**config.mk**
```make
export PLATFORM = sky130hd
export DESIGN_NAME = stopwatch_ctrl
export DESIGN_NICKNAME = d
export VERILOG_FILES = /design/src/rtl/stopwatch_ctrl.sv
export SDC_FILE = /design/constraint.sdc
export NUM_CORES = 1
export LEC_CHECK = 0
export ABC_AREA = 0
export BUFFER_PORTS_ARGS = -buffer_cell sky130_fd_sc_hd__buf_2
export CAP_MARGIN = 40
export CORE_MARGIN = 8
export CORE_UTILIZATION = 45
export CTS_CLUSTER_SIZE = 12
export DETAILED_ROUTE_END_ITERATION = 16
export PLACE_DENSITY = 0.57
export SYNTH_ARGS = -nofsm -noshare
export SYNTH_HDL_FRONTEND = slang
export SYNTH_SLANG_ARGS = --single-unit
```
**constraint.sdc**
```tcl
create_clock -name clk_100MHz -period 2.5 [get_ports clk_100MHz]
set_input_delay 0.5 -clock clk_100MHz [delete_from_list [all_inputs] [get_ports clk_100MHz]]
set_output_delay 0.5 -clock clk_100MHz [all_outputs]
set_load 0.03 [all_outputs]
```
**src/rtl/stopwatch_ctrl.sv**
```systemverilog
// stopwatch_ctrl: button conditioning, run/pause/lap control FSM and the
// 1/100 s tick prescaler for a stopwatch datapath.
// Optional lap feature: define STOPWATCH_LAP_EN to build the LAP state,
// lap_load and lap_freeze. Without it those outputs are tied low.
//
// Output interface: cnt_en, cnt_clr and lap_load are single-cycle strobes
// with no back-pressure (the datapath must act on every strobe it sees);
// lap_freeze is a level. All outputs come straight from flops and change on
// the clock edge after the button event that causes them.
module stopwatch_ctrl #(
    parameter int CLK_HZ    = 100_000_000,
    parameter int TICK_HZ   = 100,
    parameter int DB_CYCLES = 1_000_000
) (
    input  logic       clk_100MHz,
    input  logic       reset_n,
    input  logic       btn_start,
    input  logic       btn_stop,
    input  logic       btn_clear,
    input  logic       btn_lap,
    output logic       cnt_en,
    output logic       cnt_clr,
    output logic       lap_load,
    output logic       lap_freeze,
    output logic [1:0] state
);

    localparam int DIV = CLK_HZ / TICK_HZ;
    localparam int PW  = $clog2(DIV);
    localparam int CW  = $clog2(DB_CYCLES + 1);

`ifdef STOPWATCH_LAP_EN
    localparam int NB = 4;
`else
    localparam int NB = 3;
`endif

    typedef enum logic [1:0] {
        S_IDLE  = 2'b00,
        S_RUN   = 2'b01,
        S_PAUSE = 2'b10,
        S_LAP   = 2'b11
    } state_t;

    // Button bit order: 0=start, 1=stop, 2=clear, 3=lap (lap only when built).
    logic [NB-1:0] raw;
    logic [NB-1:0] sync1;
    logic [NB-1:0] sync2;
    logic [NB-1:0] cand;     // value currently being qualified
    logic [NB-1:0] db;       // debounced level
    logic [NB-1:0] db_prev;  // edge detector history
    logic [NB-1:0] armed;    // set once a stable low has been seen
    logic [NB-1:0] ev;
    logic [CW-1:0] db_cnt [NB];

`ifdef STOPWATCH_LAP_EN
    assign raw = {btn_lap, btn_clear, btn_stop, btn_start};
`else
    logic unused_lap;
    assign unused_lap = btn_lap;
    assign raw = {btn_clear, btn_stop, btn_start};
`endif

    // Two-flop synchronizer for every raw button.
    always_ff @(posedge clk_100MHz or negedge reset_n) begin
        if (!reset_n) begin
            sync1 <= '0;
            sync2 <= '0;
        end else begin
            sync1 <= raw;
            sync2 <= sync1;
        end
    end

    // Debouncer: the output takes a new value only after DB_CYCLES equal
    // consecutive samples. A button is armed only after a qualified low, so a
    // press held across reset release never produces an event.
    always_ff @(posedge clk_100MHz or negedge reset_n) begin
        if (!reset_n) begin
            cand    <= '0;
            db      <= '0;
            db_prev <= '0;
            armed   <= '0;
            for (int i = 0; i < NB; i++) begin
                db_cnt[i] <= '0;
            end
        end else begin
            db_prev <= db;
            for (int i = 0; i < NB; i++) begin
                if (sync2[i] != cand[i]) begin
                    cand[i]   <= sync2[i];
                    db_cnt[i] <= CW'(1);
                end else if (db_cnt[i] != CW'(DB_CYCLES)) begin
                    db_cnt[i] <= db_cnt[i] + CW'(1);
                    if (db_cnt[i] == CW'(DB_CYCLES - 1)) begin
                        db[i] <= cand[i];
                        if (!cand[i]) begin
                            armed[i] <= 1'b1;
                        end
                    end
                end
            end
        end
    end

    assign ev = db & ~db_prev & armed;

    logic ev_start;
    logic ev_stop;
    logic ev_clear;
    logic ev_lap;

    assign ev_start = ev[0];
    assign ev_stop  = ev[1];
    assign ev_clear = ev[2];
`ifdef STOPWATCH_LAP_EN
    assign ev_lap   = ev[3];
`else
    assign ev_lap   = 1'b0;
`endif

    state_t        cur;
    state_t        nxt;
    logic          clr_nxt;
    logic          load_nxt;
    logic          en_nxt;
    logic          enter_run;
    logic          wrap;
    logic [PW-1:0] presc;

    assign state     = cur;
    assign wrap      = (presc == PW'(DIV - 1));
    assign enter_run = (nxt == S_RUN) && (cur == S_IDLE || cur == S_PAUSE);

    // Next-state logic: only the highest-priority event of the cycle
    // (stop > clear > start > lap) is considered; the rest are dropped.
    always_comb begin
        nxt      = cur;
        clr_nxt  = 1'b0;
        load_nxt = 1'b0;
        if (ev_stop) begin
            if (cur == S_RUN || cur == S_LAP) begin
                nxt = S_PAUSE;
            end
        end else if (ev_clear) begin
            if (cur == S_IDLE || cur == S_PAUSE) begin
                nxt     = S_IDLE;
                clr_nxt = 1'b1;
            end
        end else if (ev_start) begin
            if (cur == S_IDLE || cur == S_PAUSE) begin
                nxt = S_RUN;
            end
        end else if (ev_lap) begin
            if (cur == S_RUN) begin
                nxt      = S_LAP;
                load_nxt = 1'b1;
            end else if (cur == S_LAP) begin
                nxt = S_RUN;
            end
        end
        // A tick is only issued when counting both before and after this
        // edge, so leaving RUN never leaks a tick and entering RUN waits DIV.
        en_nxt = wrap && (cur == S_RUN || cur == S_LAP)
                      && (nxt == S_RUN || nxt == S_LAP);
    end

    // Prescaler: free-running 0..DIV-1, restarted on every entry into RUN.
    always_ff @(posedge clk_100MHz or negedge reset_n) begin
        if (!reset_n) begin
            presc <= '0;
        end else if (enter_run || wrap) begin
            presc <= '0;
        end else begin
            presc <= presc + PW'(1);
        end
    end

    // State register and registered control strobes.
    always_ff @(posedge clk_100MHz or negedge reset_n) begin
        if (!reset_n) begin
            cur     <= S_IDLE;
            cnt_en  <= 1'b0;
            cnt_clr <= 1'b0;
        end else begin
            cur     <= nxt;
            cnt_en  <= en_nxt;
            cnt_clr <= clr_nxt;
        end
    end

`ifdef STOPWATCH_LAP_EN
    // Lap strobe on RUN->LAP; freeze level follows the LAP state exactly.
    always_ff @(posedge clk_100MHz or negedge reset_n) begin
        if (!reset_n) begin
            lap_load   <= 1'b0;
            lap_freeze <= 1'b0;
        end else begin
            lap_load   <= load_nxt;
            lap_freeze <= (nxt == S_LAP);
        end
    end
`else
    logic unused_load;
    assign unused_load = load_nxt;
    assign lap_load    = 1'b0;
    assign lap_freeze  = 1'b0;
`endif

endmodule

```
==> results.toml, run 1 <==
[timing]
period_share_pct = 83.4
setup_viol = 0
rsz0062_at_grt = "no"
fin_worst_skew_ps = 7.63
relSlewSlack_pct = 59.4
finalHoldViolCount = 0
tightest_slew_ps = 609
clock.fmax_mhz = 479
fin_crit_ps = 2090
slew_violations = 0
tns_ps = 0

[critical_path]
critPathArrivalTime_ps = 2320
critPathLaunchType = "register"
crit_type = "reg -> reg"
crit_start = "db_cnt[40]"
worstReg2RegStart = "db_cnt[40]"
end_kind = "register"
critPathMaxFanout = 5
crit_required_ps = 2730

[die]
core_area_um2 = 11300
dieArea_um2 = 15000
die_x_um = 123
rows = 39
die-height_um = 123
ios = 12
start_util_pct = 45.3

[clock_tree]
clkLatencyLatePin_ps = 350
numCtsBuffers = 9
cts.hold.buffers_added = 0
cts_tree = "done"
clockBufferDepth = 2
htreeDepth = 3
cts.sinks = 102
clkSlewWorstSetupHoldPaths_ps = 70
root_buffer = "clkbuf_16"
ctsResizeCount = 0
cts_setup_buffers = 0

[cells_and_area]
drive_above_1_share_pct = 9.81
final_cell_mix = "dfrtp_1, nor2_1, nand3_1, a21oi_1, nand2_1"
layout_commonest_cell = "dfrtp_1"
final_core_util_pct = 50.2
seqCellArea_um2 = 2550
num-fill-cells = 1066
fin_nets = 551
syn_to_final_growth_pct = 10.8
insertedDiodeCount = 0
instances_no_fill = 683
multi_input_area_um2 = 2420

[global_routing]
grt_pass1_vias = 3648
antenna_found_initial = 0
grt-ovfl-total = 0
grt_pass1_wl_mm = 17.2
grt_max_degree = 47
grt_use_total_pct = 14.1

[power_and_ir_drop]
p_leak_nw = 2.38
p_per_area_nw_per_um2 = 702
vdd_drop_max_mv = 0.428

[route]
num_vias = 3782
drt_iter0_markers = 259
via_per_inst = 5.54
drt_pass1_iterations = 4
ant_nets = 0
drc = 0
wl_per_cell_um = 14.0
finalWirelength_mm = 9.54

[synthesis]
ys_warn_count = 0
syn_inst = 525
synth-edff-count = 0
syn_avg_cell_area_um2 = 9.74
async_flop_share_pct = 100
synth_ff_type = "dfrtp_1"
synth_area_um2 = 5110
synth_cell_types = 49
synth_seq_cells = 102
ys_seq_area_share_pct = 49.9

[place]
placedCellCount = 667
gp_congestion = 0.789
dp.final_hpwl_mm = 6.51
io_buffers = 8

[run_status]
status = "finished, final reports clean"

[min_path]
hold_path.class = "in -> async"

[job]
cap_violations = 0
==> cells in the mapped netlist, drive strengths merged, types with 2 or more instances <==
| master | instances | area [um^2] |
|---|---|---|
| or3 | 13 | 82.6 |
| and4 | 6 | 53.8 |
| ha | 10 | 125 |
| and2 | 5 | 31.3 |
| xor2 | 24 | 210 |
| o41ai | 2 | 17.5 |
| and3 | 9 | 57.6 |
| o21ai | 23 | 115 |
| clkbuf | 15 | 56.3 |
| nand3b | 2 | 15.0 |
| or4 | 14 | 113 |
| o31ai | 9 | 67.6 |
| nand4 | 21 | 146 |
| a21oi | 32 | 160 |
| xnor2 | 18 | 158 |
| dfrtp | 102 | 2550 |
| nand2b | 3 | 18.8 |
| and3b | 2 | 17.5 |
| nor4 | 11 | 68.8 |
| inv | 19 | 71.3 |
| mux2 | 7 | 78.8 |
| nor2 | 61 | 229 |
| buf | 3 | 20.0 |
| a31o | 2 | 17.5 |
| nand2 | 27 | 101 |
| nor2b | 7 | 43.8 |
| nor4b | 5 | 43.8 |
| nor3 | 13 | 65.1 |
| a21o | 6 | 45.0 |
| nor4bb | 3 | 30.0 |
| nand3 | 40 | 210 |
==> flip-flops by register name, summed over array words and instances, names as in the netlist, 2 cells and up <==
| name | flops |
|---|---|
| armed | 3 |
| state | 2 |
| db_cnt | 60 |
| sync2 | 3 |
| db | 3 |
| presc | 20 |
| cand | 3 |
| db_prev | 3 |
| sync1 | 3 |
==> cells by family (layout without fill, tap and decap cells) <==
kind of cell    after synthesis  after routing  share of synthesized area [%]
simple gates                249            249                           27.1
xor+xnor                     42             42                           7.20
other cells                   1              2                         0.0734
flops                       102            102                           49.9
buf+inv                      37             51                           2.89
fa+ha+maj                    10             10                           2.45
compound gates               77             77                           8.79
mux                           7              7                           1.54
==> critical path, stage by stage, from the launching register on <==
cell       delay, ps
dfrtp_1          410
inv_1             80
ha_1             190
nor2b_1          150
and4_1           210
a2111oi_0        550
mux2_2           390
==> final timing paths <==
kind | end | slack [ps] | depth (start not counted)
hold reg to reg | sync2[2] | 350 | 0
min in group clk_100MHz | sync1[1] | 260 | 1
setup reg to reg | db_cnt[51] | 410 | 6
setup / recovery | db_cnt[51] | 410 | 6
max in group asynchronous | db_cnt[44] | 1580 | 2
hold / removal | presc[7] | 160 | 1
==> through the flow <==
step                      instance area [um^2]  hold WS [ps]  setup WS, ps  power, mW
final                                     5660           164           414       3.97
after CTS                                 5660           184           428       4.05
after detailed placement                  5340           335           451       2.52
after global routing                      5660           208           245       4.22
after global placement                    5340           334           492       2.50
after floorplan                           5110           204           589       2.32
==> routing by layer <==
layer,track usage (%),up-vias,share of wire [%]
li1,-,1886,-
met1,18.6,1853,49
met2,21.9,30,46
met3,3.82,13,3.3
met4,4.80,0,1.4
met5,0,-,0
==> power breakdown <==
| group | switching, mW | leakage, nW | total (mW) | internal (mW) |
|---|---|---|---|---|
| sequential | 0.101 | 1.38 | 1.85 | 1.75 |
| combinational | 0.408 | 0.845 | 0.634 | 0.225 |
| clock | 0.594 | 0.154 | 1.49 | 0.900 |
==> cell type report <==
| cell class | instances | share of cell area, % |
|---|---|---|
| Sequential cell | 102 | 45.1 |
| Clock buffer | 10 | 4.22 |
| Inverter | 19 | 1.26 |
| Tap cell | 143 | 3.16 |
| Clock inverter | 6 | 1.50 |
| Multi-Input combinational cell | 387 | 42.8 |
| Timing Repair Buffer | 16 | 2.03 |
No activity file was read; power rests on OpenSTA's default activity.
==> run 2: changes to the inputs <==
clock period = 2 ns   (was 2.5 ns; I/O delays follow)
==> run 2 against run 1 <==
Against the previous run:
- register-to-register slack got worse by 320 ps
- cell count up 2.6%
- core utilization up 1.3 points
- combinational power increased by 30%
- via count rose by 1.6%
- first-iteration DRC count up 48%
- maximum frequency increased by 9.4%
- count of clock-buffer cells in the layout increased by 1
- critical path depth is the same
==> results.toml, run 2 (same netlist as run 1, synthesis figures left out) <==
[run_status]
status = "finished, final reports clean"

[power_and_ir_drop]
seq_power_share_pct = 46.7
p_leak_nw = 2.46
p_per_area_nw_per_um2 = 852
intPower_mw = 3.53
p_switching_mw = 1.42
total_power_mw = 4.95
p_comb_share_pct = 16.7
vdd_drop_max_mv = 0.559
swShare_pct = 28.7
power_frac_clock_pct = 36.6

[route]
drt_iter0_markers = 383
ant_nets = 0
drc = 0
num_vias = 3841
wl_per_cell_um = 13.7
via_per_inst = 5.48
drt_pass1_iterations = 4
finalWirelength_mm = 9.61

[cells_and_area]
insertedDiodeCount = 0
top_regs = "db_cnt: 60 flops, presc: 20 flops"
drive_above_1_share_pct = 13.6
layout_commonest_cell = "dfrtp_1"
largest_register_ffs = 60
final_cell_mix = "dfrtp_1, nor2_1, nand3_1, a21oi_1, nand2_1"
syn_to_final_growth_pct = 13.6
max_flop_register = "db_cnt"
num-fill-cells = 1031
final_core_util_pct = 51.5
fin_nets = 569
stdcell_area_um2 = 5810

[clock_tree]
root_buffer = "clkbuf_16"
cts.sinks = 102
clockBufferDepth = 2
cts_tree = "done"
clkLatencyLatePin_ps = 350
cts_setup_buffers = 0
htreeDepth = 3
clkSlewWorstSetupHoldPaths_ps = 70
numCtsBuffers = 9

[critical_path]
critPathArrivalTime_ps = 2150
critPathTopFamily = "flip-flops"
crit_required_ps = 2240
critPathLaunchType = "register"
critPathMaxFanout = 5
path_cells = "inv_1 > ha_1 > nor2b_1 > and4_1 > a2111oi_2 > mux2_2"
slowest_delay_ps = 420
path_depth = 6
crit_type = "reg -> reg"
cp_slowest_cell = "dfrtp_1"
end_kind = "register"
r2r_cells = 6
cp_num_buf_inv = 1

[die]
ios = 12
start_util_pct = 45.3
rows = 39
core_area_um2 = 11300
dieArea_um2 = 15000
die-height_um = 123
die_x_um = 123

[timing]
fin_crit_ps = 1910
clock.fmax_mhz = 524
setup_viol = 0
fin_worst_skew_ps = 7.97
rsz0062_at_grt = "no"
slew_violations = 0
tightest_slew_ps = 539
period_share_pct = 95.4
tns_ps = 0
finalHoldViolCount = 0
relSlewSlack_pct = 64.1

[job]
cap_violations = 0

[global_routing]
antenna_found_initial = 0
grt-ovfl-total = 0
grt_pass1_wl_mm = 16.9
grt_max_degree = 103
grt_use_total_pct = 14.0
grt_pass1_vias = 3535

[place]
gp_congestion = 0.806
io_buffers = 8
placed_area_um2 = 5480
dp.final_hpwl_mm = 6.37

[min_path]
hold_path.class = "in -> async"
run 2: cell count changes in the layout (fill, tap and decap cells not counted), sizes merged:
cell / delta
inv: +1
clkinvlp: -1
bufinv: -1
clkbuf: +1
buf: +18
run 2: path summary, 6_finish.rpt:
kind / start / endpoint / slack [ps]
min reg2reg: sync1[0] / sync2[0] / 350
max reg2reg: db_cnt[40] / db_cnt[51] / 90
min: reset_n / presc[3] / 100
max in group asynchronous: reset_n / db_cnt[47] / 1460
min in group clk_100MHz: btn_stop / sync1[1] / 150
max: db_cnt[40] / db_cnt[51] / 90
run 2: repair_timing:
| item | 4_1_cts | 5_1_grt |
|---|---|---|
| setup endpoints to repair | 0 | 5 |
| hold buffers | 0 | 0 |
| resized for setup | 0 | 6 |
| endpoints found under the hold margin | 0 | 0 |
run 2: layer usage:
metal | part of all wire, % | global-route usage, % | wire [um] | up-vias
met5 | 0 | 0 | 0 | -
met4 | 1.2 | 4.80 | 111 | 0
met2 | 45 | 21.3 | 4350 | 35
met1 | 50 | 18.6 | 4810 | 1867
li1 | - | - | - | 1932
met3 | 3.5 | 4.37 | 340 | 7
run 2: layout make-up:
class | count | area, um^2 | area share, %
Clock inverter | 5 | 56.3 | 0.970
Tap cell | 143 | 179 | 3.08
Clock buffer | 11 | 253 | 4.35
Inverter | 19 | 71.3 | 1.23
Multi-Input combinational cell | 387 | 2440 | 42.1
Timing Repair Buffer | 34 | 250 | 4.31
Sequential cell | 102 | 2550 | 44.0
run 2: worst register-to-register path, stage by stage, from the launching register on:
cell,delay [ps]
dfrtp_1,420
inv_1,80
ha_1,190
nor2b_1,150
and4_1,220
a2111oi_2,370
mux2_2,370
run 2: power by group through the flow:
stage	clock, mW	combinational, mW	sequential, mW
after floorplan	0	0.588	2.32
after global placement	0	0.818	2.34
after global routing	1.96	0.942	2.33
after detailed placement	0	0.835	2.34
final	1.81	0.827	2.31
after CTS	1.88	0.836	2.31
run 2: through the flow:
stage | instances | hold slack [ps] | worst slack [ps]
after floorplan | 526 | 104 | 88.9
after global placement | 685 | 336 | 78.6
after detailed placement | 685 | 336 | 53.7
after global routing | 701 | 136 | 0.880
after CTS | 701 | 131 | 47.4
final | 701 | 105 | 92.7
==> run 3: changes to the inputs <==
CELL_PAD_IN_SITES_DETAIL_PLACEMENT = 1   (was default)
CELL_PAD_IN_SITES_GLOBAL_PLACEMENT = 1   (was default)
PLACE_DENSITY = 0.69   (was 0.57)
RECOVER_POWER = 25   (was default)
SLEW_MARGIN = 40   (was default)
==> run 3 against run 2 <==
Against the previous run:
- clock power shrank 14%
- first-iteration DRC count shrank 50%
- sequential share of layout area is essentially flat
- register-to-register slack lost 50 ps
- global-route usage grew 2.3 points
- count of clock-buffer cells in the layout grew 2
- non-clock buffer count grew 7
- highest routed layer unchanged
- cell area is essentially flat
- die area is the same
- total power shrank 4.5%
==> results.toml, run 3 (same netlist as run 1, synthesis figures left out) <==
[cells_and_area]
top_regs = "db_cnt: 60 flops, presc: 20 flops"
final_cell_mix = "dfrtp_1, nor2_1, nand3_1, a21oi_1, buf_4"
final_core_util_pct = 51.5
insertedDiodeCount = 0
fin_nets = 576
max_flop_register = "db_cnt"
instances_no_fill = 707
largest_register_ffs = 60
layout_commonest_cell = "dfrtp_1"
num-fill-cells = 1276
syn_to_final_growth_pct = 13.6
drive_above_1_share_pct = 13.3

[timing]
fin_crit_ps = 1960
period_share_pct = 97.9
clock.fmax_mhz = 510
tns_ps = 0
tightest_slew_ps = 875
fin_worst_skew_ps = 7.43
rsz0062_at_grt = "no"
setup_viol = 0
slew_violations = 0
relSlewSlack_pct = 41.7
post-route-worst-setup-slack_ps = 41.0
finalHoldViolCount = 0
whs_ps = 157

[min_path]
hold_path.class = "in -> reg"

[die]
rows = 39
die-height_um = 123
ios = 12
start_util_pct = 45.3
core_area_um2 = 11300
dieArea_um2 = 15000
die_x_um = 123

[power_and_ir_drop]
p_leak_nw = 2.47
p_comb_share_pct = 18.2
intPower_mw = 3.33
swShare_pct = 29.6
seq_power_share_pct = 48.8
p_per_area_nw_per_um2 = 814
p_switching_mw = 1.40
power_frac_clock_pct = 33.0
vdd_drop_max_mv = 0.499

[place]
gp_congestion = 0.817
pre_cts_ws_ps = -29.9
placedCellCount = 691
dp.final_hpwl_mm = 7.95
io_buffers = 8

[global_routing]
grt-ovfl-total = 0
grt_pass1_wl_mm = 19.8
grt_max_degree = 59
grt_pass1_vias = 4186
grt_use_total_pct = 16.3
antenna_found_initial = 0

[clock_tree]
clkLatencyLatePin_ps = 350
clkSlewWorstSetupHoldPaths_ps = 60
root_buffer = "clkbuf_16"
cts.sinks = 102
numCtsBuffers = 9
htreeDepth = 3
clockBufferDepth = 2
cts_tree = "done"

[route]
finalWirelength_mm = 11.4
wl_per_cell_um = 16.1
num_vias = 3975
ant_nets = 0
drc = 0
drt_iter0_markers = 190
via_per_inst = 5.62
drt_pass1_iterations = 6

[critical_path]
path_cells = "nor4bb_1 > nand4_1 > nor4_1 > mux2_2"
r2r_slack_ps = 40
crit_type = "reg -> reg"
critPathMaxFanout = 5
cp_slowest_cell = "dfrtp_1"
critPathArrivalTime_ps = 2190
slowest_delay_ps = 440
crit_required_ps = 2230
end_kind = "register"
critPathLaunchType = "register"

[run_status]
status = "finished, final reports clean"

[job]
cap_violations = 0
## run 3: worst max-delay path, delay by kind of cell, from the launching register on
kind / cells / cell delay, ps
simple gates: 3 / 1030
flops: 1 / 440
mux: 1 / 370
## run 3: layer usage
layer	wire (um)	GRT usage, %
met4	203	7.01
met1	5490	21.0
met3	248	2.35
met5	0	0
met2	5440	27.1
## run 3: metrics by stage
| step | total power, mW | instance area (um^2) |
|---|---|---|
| floorplan | 2.90 | 5110 |
| CTS | 4.78 | 5800 |
| global route | 5.01 | 5800 |
| finish | 4.73 | 5800 |
| detailed placement | 3.22 | 5530 |
| global placement | 3.17 | 5530 |
## run 3: cell type report
cell class,instances,area (um^2),area share (%)
clock buffers,13,240,4.14
multi-input cells,387,2450,42.3
flip-flops and latches,102,2550,44.0
clock inverters,2,10.0,0.172
repair buffers,41,299,5.15
inverters,19,71.3,1.23
well taps,143,179,3.08
## run 3: power by group through the flow
stage          logic (mW)  clock network (mW)  registers [mW]
2_1_floorplan       0.588                   0            2.32
3_3_place_gp        0.830                   0            2.34
3_5_place_dp        0.874                   0            2.35
4_1_cts             0.878                1.60            2.31
5_1_grt             0.988                1.70            2.33
6_report            0.858                1.56            2.31
## run 3: what timing repair did
item                                   4_1_cts  5_1_grt
buffers inserted                             0        0
gates resized for setup                      2        4
endpoints found under the hold margin        5        0
hold buffers                                 1        0
setup endpoints to repair                    2        5
## run 3: worst paths after layout
kind	start	to	depth (start not counted)
min in group asynchronous	reset_n	presc[10]	2
setup reg to reg	db_cnt[11]	db[2]	4
hold reg to reg	sync1[1]	sync2[1]	0
hold / removal	btn_clear	sync1[2]	1
max in group asynchronous	reset_n	db_cnt[31]	3
setup / recovery	db_cnt[11]	db[2]	4
